### config.mk
export PLATFORM = sky130hd
export DESIGN_NAME = delay_chk_lane
export DESIGN_NICKNAME = d
export VERILOG_FILES = /design/src/rtl/delay_chk_pkg.sv /design/src/rtl/delay_chk_lane.sv
export SDC_FILE = /design/constraint.sdc
export NUM_CORES = 1
export LEC_CHECK = 0
export ABC_AREA = 1
export CAP_MARGIN = 15
export CORE_UTILIZATION = 55
export DETAILED_ROUTE_END_ITERATION = 8
export MAX_ROUTING_LAYER = met4
export PLACE_DENSITY = 0.84
export SYNTH_ARGS = -nofsm -noshare
export SYNTH_HDL_FRONTEND = slang
export SYNTH_SLANG_ARGS = --single-unit
### constraint.sdc
create_clock -name clk -period 4.4 [get_ports clk]
set_clock_uncertainty 0.15 [all_clocks]
set_input_delay 0.88 -clock clk [delete_from_list [all_inputs] [get_ports clk]]
set_output_delay 0.88 -clock clk [all_outputs]
set_load 0.02 [all_outputs]
### src/rtl/delay_chk_pkg.sv
// rtl/delay_chk_pkg.sv - shared limits and saturating add for the delay sequence checker
package delay_chk_pkg;

  localparam int MAX_DLY_LIMIT = 31;
  localparam int MAX_CH        = 32;
  localparam int SAT_W         = 64;

  // Clamp cnt+inc to the largest w-bit value; w must stay well below SAT_W.
  function automatic logic [SAT_W-1:0] sat_add(input logic [SAT_W-1:0] cnt,
                                               input logic [SAT_W-1:0] inc,
                                               input int               w);
    logic [SAT_W-1:0] lim;
    logic [SAT_W-1:0] sum;
    lim = (SAT_W'(1) << w) - SAT_W'(1);
    sum = cnt + inc;
    return (sum > lim) ? lim : sum;
  endfunction

endpackage

### src/rtl/delay_chk_lane.sv
// rtl/delay_chk_lane.sv - one channel of a ##[MIN_DLY:MAX_DLY] b tracking, pulses, counters, sticky
module delay_chk_lane
  import delay_chk_pkg::*;
#(
  parameter int MIN_DLY = 2,
  parameter int MAX_DLY = 2,
  parameter int CNT_W   = 16
) (
  input  logic             clk,
  input  logic             rst_n,
  input  logic             en,
  input  logic             clr,
  input  logic             a,
  input  logic             b,
  output logic             pass_pulse,
  output logic             fail_pulse,
  output logic [CNT_W-1:0] pass_cnt,
  output logic [CNT_W-1:0] fail_cnt,
  output logic             fail_sticky
);

  logic [MAX_DLY:1] age;
  logic [MAX_DLY:1] age_nxt;
  logic [MAX_DLY:1] hit;
  logic             miss;
  logic [5:0]       hit_cnt;
  logic [CNT_W-1:0] pass_nxt;
  logic [CNT_W-1:0] fail_nxt;

  // One b retires every pending attempt whose age lies inside the window.
  for (genvar k = 1; k <= MAX_DLY; k++) begin : g_hit
    assign hit[k] = (k >= MIN_DLY) ? (age[k] & b) : 1'b0;
  end

  assign age_nxt[1] = a & en;
  for (genvar k = 1; k < MAX_DLY; k++) begin : g_shift
    assign age_nxt[k+1] = age[k] & ~hit[k];
  end

  assign miss     = age[MAX_DLY] & ~b;
  assign hit_cnt  = 6'($countones(hit));
  assign pass_nxt = CNT_W'(sat_add(SAT_W'(pass_cnt), SAT_W'(hit_cnt), CNT_W));
  assign fail_nxt = CNT_W'(sat_add(SAT_W'(fail_cnt), SAT_W'(miss), CNT_W));

  always_ff @(posedge clk or negedge rst_n) begin
    if (!rst_n) begin
      age         <= '0;
      pass_pulse  <= 1'b0;
      fail_pulse  <= 1'b0;
      pass_cnt    <= '0;
      fail_cnt    <= '0;
      fail_sticky <= 1'b0;
    end else begin
      age        <= age_nxt;
      pass_pulse <= |hit;
      fail_pulse <= miss;
      if (clr) begin
        pass_cnt    <= '0;
        fail_cnt    <= '0;
        fail_sticky <= 1'b0;
      end else begin
        pass_cnt    <= pass_nxt;
        fail_cnt    <= fail_nxt;
        fail_sticky <= fail_sticky | miss;
      end
    end
  end

endmodule

* Word-level counts from Yosys, hierarchy flattened
Cells that the tools add are included.
** Storage, ports and cells
- Bits in registers :: 37
- Logic and storage cells :: 20
- Output and inout bits :: 35
- Memories :: 0
- Latch bits :: 0
- Bits in read-only memories :: 0
- Input port bits :: 6
- Memory bits (writable) :: 0
** Cells by class
- Magnitude comparators :: 2
- $mul :: 0
- Reductions and logical operators :: 0
- Shift-type cells :: 0
- Equal/unequal tests :: 0
- Add/sub/neg operators :: 2
- Bitwise gates (word level) :: 5
- Mux-type cells :: 5
- Div/mod/pow operators :: 0
** Operators with widths (count)
- 2-to-1 mux 16 bit :: 4
- adder 16 x 1 -> 17 bit :: 2
- greater-than comparator 17 x 16 -> 1 bit (second input constant) :: 2
- AND 1 bit :: 3
- 2-to-1 mux 1 bit :: 1
- NOT 1 bit :: 1
- bitwise OR 1 bit :: 1

* Depth between registers and ports, before layout
- Depth in word-level cells :: 6
- Depth in mapped cells :: 12
- Mapped depth without buffers :: 12

* Worst setup path after synthesis
OpenSTA, ideal clock, no wires.
- Kind :: input-to-reg
- From :: input port b
- To :: register fail_cnt[10]
- Arrival time :: 2.086 ns
- Path buffers :: 1
- Data required time :: 4.174 ns
- Path slack :: 2.088 ns
- Library setup time :: 0.076 ns
- Cell stages on the path :: 9
- Path through :: nor2_1 -> ha_1 -> nand2_2 -> nor2_4 -> nand2_4 -> nor2_4 -> nand3_4 -> buf_6 -> a21oi_2
** On the way
- Word-level cells in the longest chain between the ends :: 6
** Ends and longest elaborated chain
- start, declared :: RTL line delay_chk_lane.sv:14 : input logic b,
- NOT 1 bit (*) :: RTL line delay_chk_lane.sv:40 : assign miss = age[MAX_DLY] & ~b;
- AND 1 bit (*) :: RTL line delay_chk_lane.sv:40
- adder 16 x 1 -> 17 bit (*) :: RTL line delay_chk_pkg.sv:15 : sum = cnt + inc;
- greater-than comparator 17 x 16 -> 1 bit :: RTL line delay_chk_pkg.sv:16 : return (sum > lim) ? lim : sum;
- 2-to-1 mux 16 bit (*) :: RTL line delay_chk_pkg.sv:16
- 2-to-1 mux 16 bit (*) :: RTL line delay_chk_lane.sv:57 : if (clr) begin
- end signal, assigned :: RTL line delay_chk_lane.sv:63 : fail_cnt <= fail_nxt;
- end, declared :: RTL line delay_chk_lane.sv:18 : output logic [CNT_W-1:0] fail_cnt,
Mark *: on every way between the ends. The rest lies on a longest branch, timed or not.

* Worst setup path after layout
- From :: input port b
- To :: register fail_cnt[8]
** On the way
- Word-level cells in the longest chain between the ends :: 6
** Ends and longest elaborated chain
- NOT 1 bit (*) :: RTL line delay_chk_lane.sv:40
- AND 1 bit (*) :: RTL line delay_chk_lane.sv:40
- via miss :: RTL line delay_chk_lane.sv:25 : logic miss;
- adder 16 x 1 -> 17 bit (*) :: RTL line delay_chk_pkg.sv:15
- greater-than comparator 17 x 16 -> 1 bit :: RTL line delay_chk_pkg.sv:16
- 2-to-1 mux 16 bit (*) :: RTL line delay_chk_pkg.sv:16
- 2-to-1 mux 16 bit (*) :: RTL line delay_chk_lane.sv:57
Mark *: on every way through the listed nets, which the timed path passes. The rest lies on a longest branch.

==> run summary <==
adder-cell area share of the yosys netlist - 2.42%
PD cells - 237 nW/um2
Post-DP HPWL - 2990 um
combinational share of power - 5.2%
placed cell count - 339
post-synthesis compound-gate area fraction - 10.7%
Peak VDD IR - 0.164 mV
Initial Util - 59.6%
Synth Area in XOR/XNOR - 6.78%
syn nets - 266
commonest non-fill, non-tap cell in the layout - nand2_1
first-pass GRT wire length - 7860 um
CP Max Fanout - 15
most frequent cells in the layout - nand2_1, clkdlybuf4s50_1, dfrtp_1
ant diodes - 0
final period utilization - 61.8%
final wirelength - 4250 um
Clock Tree Root - clkbuf_8
DR vias - 1,797
GRT Util Overall - 25.7%
clk slew on worst S/H paths - 0.07 ns
Switching Fraction - 22.0%
DRC - 0
worst-skew pair later-pin latency - 0.29 ns
post-synth top area share - 44.8%
# Max-Cap Violations - 0
Synth Instances - 256
area grow syn2layout - 25.4%
# IOs - 41
wire per inst - 12.3 um
Storage cell area - 926 um2
Crit Path Class - input pin to flop
P_sw - 0.135 mW
layout cells sized above 1 - 9.67%
crit end category - flop
number of CTS-inserted buffers - 5
Port-buffer cells - 40
initial DRC count - 132
vias per inst - 5.19
Fin Setup TNS - 0 ns
post-route insts no fill - 346
vias in the first global route - 1,791
Power Internal - 0.479 mW
post-CTS resize count - 0
RSZ-0062 raised after global routing - no
CTS tree - built
type of origin of the critical path - input pin
top cells by area, synth - dfrtp_1, nand2_1, inv_1, nor2_1, a21oi_2
critical path arrival - 2.78 ns
library cells used by synthesis - 22
row cnt - 21
GPL Wtd Cong - 0.854
busiest grt layer - met2
sequential fraction of the synthesis area - 44.8%
Core Region - 3470 um2
fmax - 368 MHz
initial antenna violation count - 0
Lkg Pwr - 1.14 nW
CTS hold repair buffers - 0
largest net degree at the start of global routing - 38
grt met2 use - 44.1%
Die Area - 4010 um2
Fillers - 286
clock buffer depth - 2
largest family of logic cells by synthesized area - simple AND/OR/NAND/NOR gates
CP required - 4.46 ns
die height - 63.3 um
Post-DRT Antenna Nets - 0
multi-input combinational cell area - 968 um2
Post-CTS Setup Inserts - 0
max_slew headroom - 61.0%
mux cell area share after synthesis - 0%
die width - 63.3 um
synthesized cell area - 2070 um2
grt ovf - 0
Mean Syn Cell Area - 8.07 um2
Final Hold Vio Count - 0
met1 Use GR - 29.4%
Yosys warning total - 0
Pins Over Slew Limit - 0
worst-margin pin slew - 0.583 ns
Seq pwr share - 56.3%
H-tree levels - 2
number of synthesized register bits - 37
Clock power frac - 38.6%
drt first pass iters - 4
Hold Path Class - flop to flop
status - finished, final reports clean
Yosys top cell by area - dfrtp_1
met3 Usage GRT - 6.34%
time the worst path needs with I/O delays and setup - 2.72 ns
post-synthesis simple-gate area fraction - 27.0%
setup violators final - 0
Sink Count - 37
Nets - 310
[cell type report]
type                    instances  area share [%]
clock buffers                   7            3.33
inverters                      37            5.36
multi-input cells             177            37.4
flip-flops and latches         37            35.7
well taps                      46            2.22
repair buffers                 42            16.0
[per-layer routing]
| layer | vias up | part of all wire [%] |
|---|---|---|
| met5 | - | 0 |
| met4 | 0 | 1.2 |
| met3 | 6 | 5.5 |
| met2 | 54 | 49 |
| met1 | 844 | 44 |
| li1 | 893 | - |
[critical path, stage by stage]
cell and delay, ns:
clkdlybuf4s50_1 0.43, nor2_1 0.26, ha_1 0.22, nand2_2 0.08, nor2_4 0.22, nand2_4 0.09, nor2_4 0.13, nand3_4 0.23
a21oi_1 0.23
[synthesized netlist by cell type]
library cell / number
nand3_4: 2
nand2_2: 3
nand2_4: 1
a21oi_1: 17
xor2_1: 9
nor2_2: 2
buf_6: 2
inv_1: 36
nand2_1: 62
nor2_4: 2
inv_2: 1
nand4_1: 8
o21ai_0: 5
nand3_1: 13
clkbuf_1: 3
a21oi_2: 10
o21bai_1: 3
xnor2_1: 7
ha_1: 4
nor3_1: 1
dfrtp_1: 37
nor2_1: 28
[final timing paths]
kind / startpoint / end / slack (ns) / cells after the start
max: b / fail_cnt[8]$_DFF_PN0_ / 1.68 / 9
min: age[1]$_DFF_PN0_ / age[2]$_DFF_PN0_ / 0.20 / 0
max reg2reg: age[2]$_DFF_PN0_ / fail_cnt[8]$_DFF_PN0_ / 2.35 / 9
min reg2reg: age[1]$_DFF_PN0_ / age[2]$_DFF_PN0_ / 0.20 / 0
max in group asynchronous: rst_n / pass_cnt[9]$_DFF_PN0_ / 2.90 / 2
min in group asynchronous: rst_n / pass_cnt[5]$_DFF_PN0_ / 0.86 / 2
[power groups by stage]
stage	clock network, mW	logic, mW	registers (mW)
after CTS	0.243	0.0323	0.346
final	0.237	0.0318	0.346
after detailed placement	0	0.0324	0.352
after global routing	0.260	0.0352	0.346
after global placement	0	0.0317	0.352
after floorplan	0	0.00950	0.355
[sequential cells by signal, summed over array words and instances (netlist names)]
register / flops
pass_pulse: 1
fail_pulse: 1
pass_cnt: 16
age: 2
fail_sticky: 1
fail_cnt: 16
[per-stage QoR]
stage	hold WS, ns	power (mW)	cell area, um2	worst slack [ns]	utilization [%]
2_1_floorplan	0.181	0.364	2070	2.09	-
3_3_place_gp	0.184	0.384	2510	1.53	72.3
3_5_place_dp	0.190	0.384	2510	1.38	72.3
4_1_cts	0.205	0.621	2590	1.69	74.7
5_1_grt	0.231	0.641	2590	1.52	74.7
6_report	0.203	0.614	2590	1.68	74.7
[logic make-up (layout without fill, tap and decap cells)]
group           count (synthesis)  after routing
simple gates                  122            122
flops                          37             37
buf+inv                        42             86
fa+ha+maj                       4              4
xor+xnor                       16             16
compound gates                 35             35
Power figures use the tool's default switching activity.
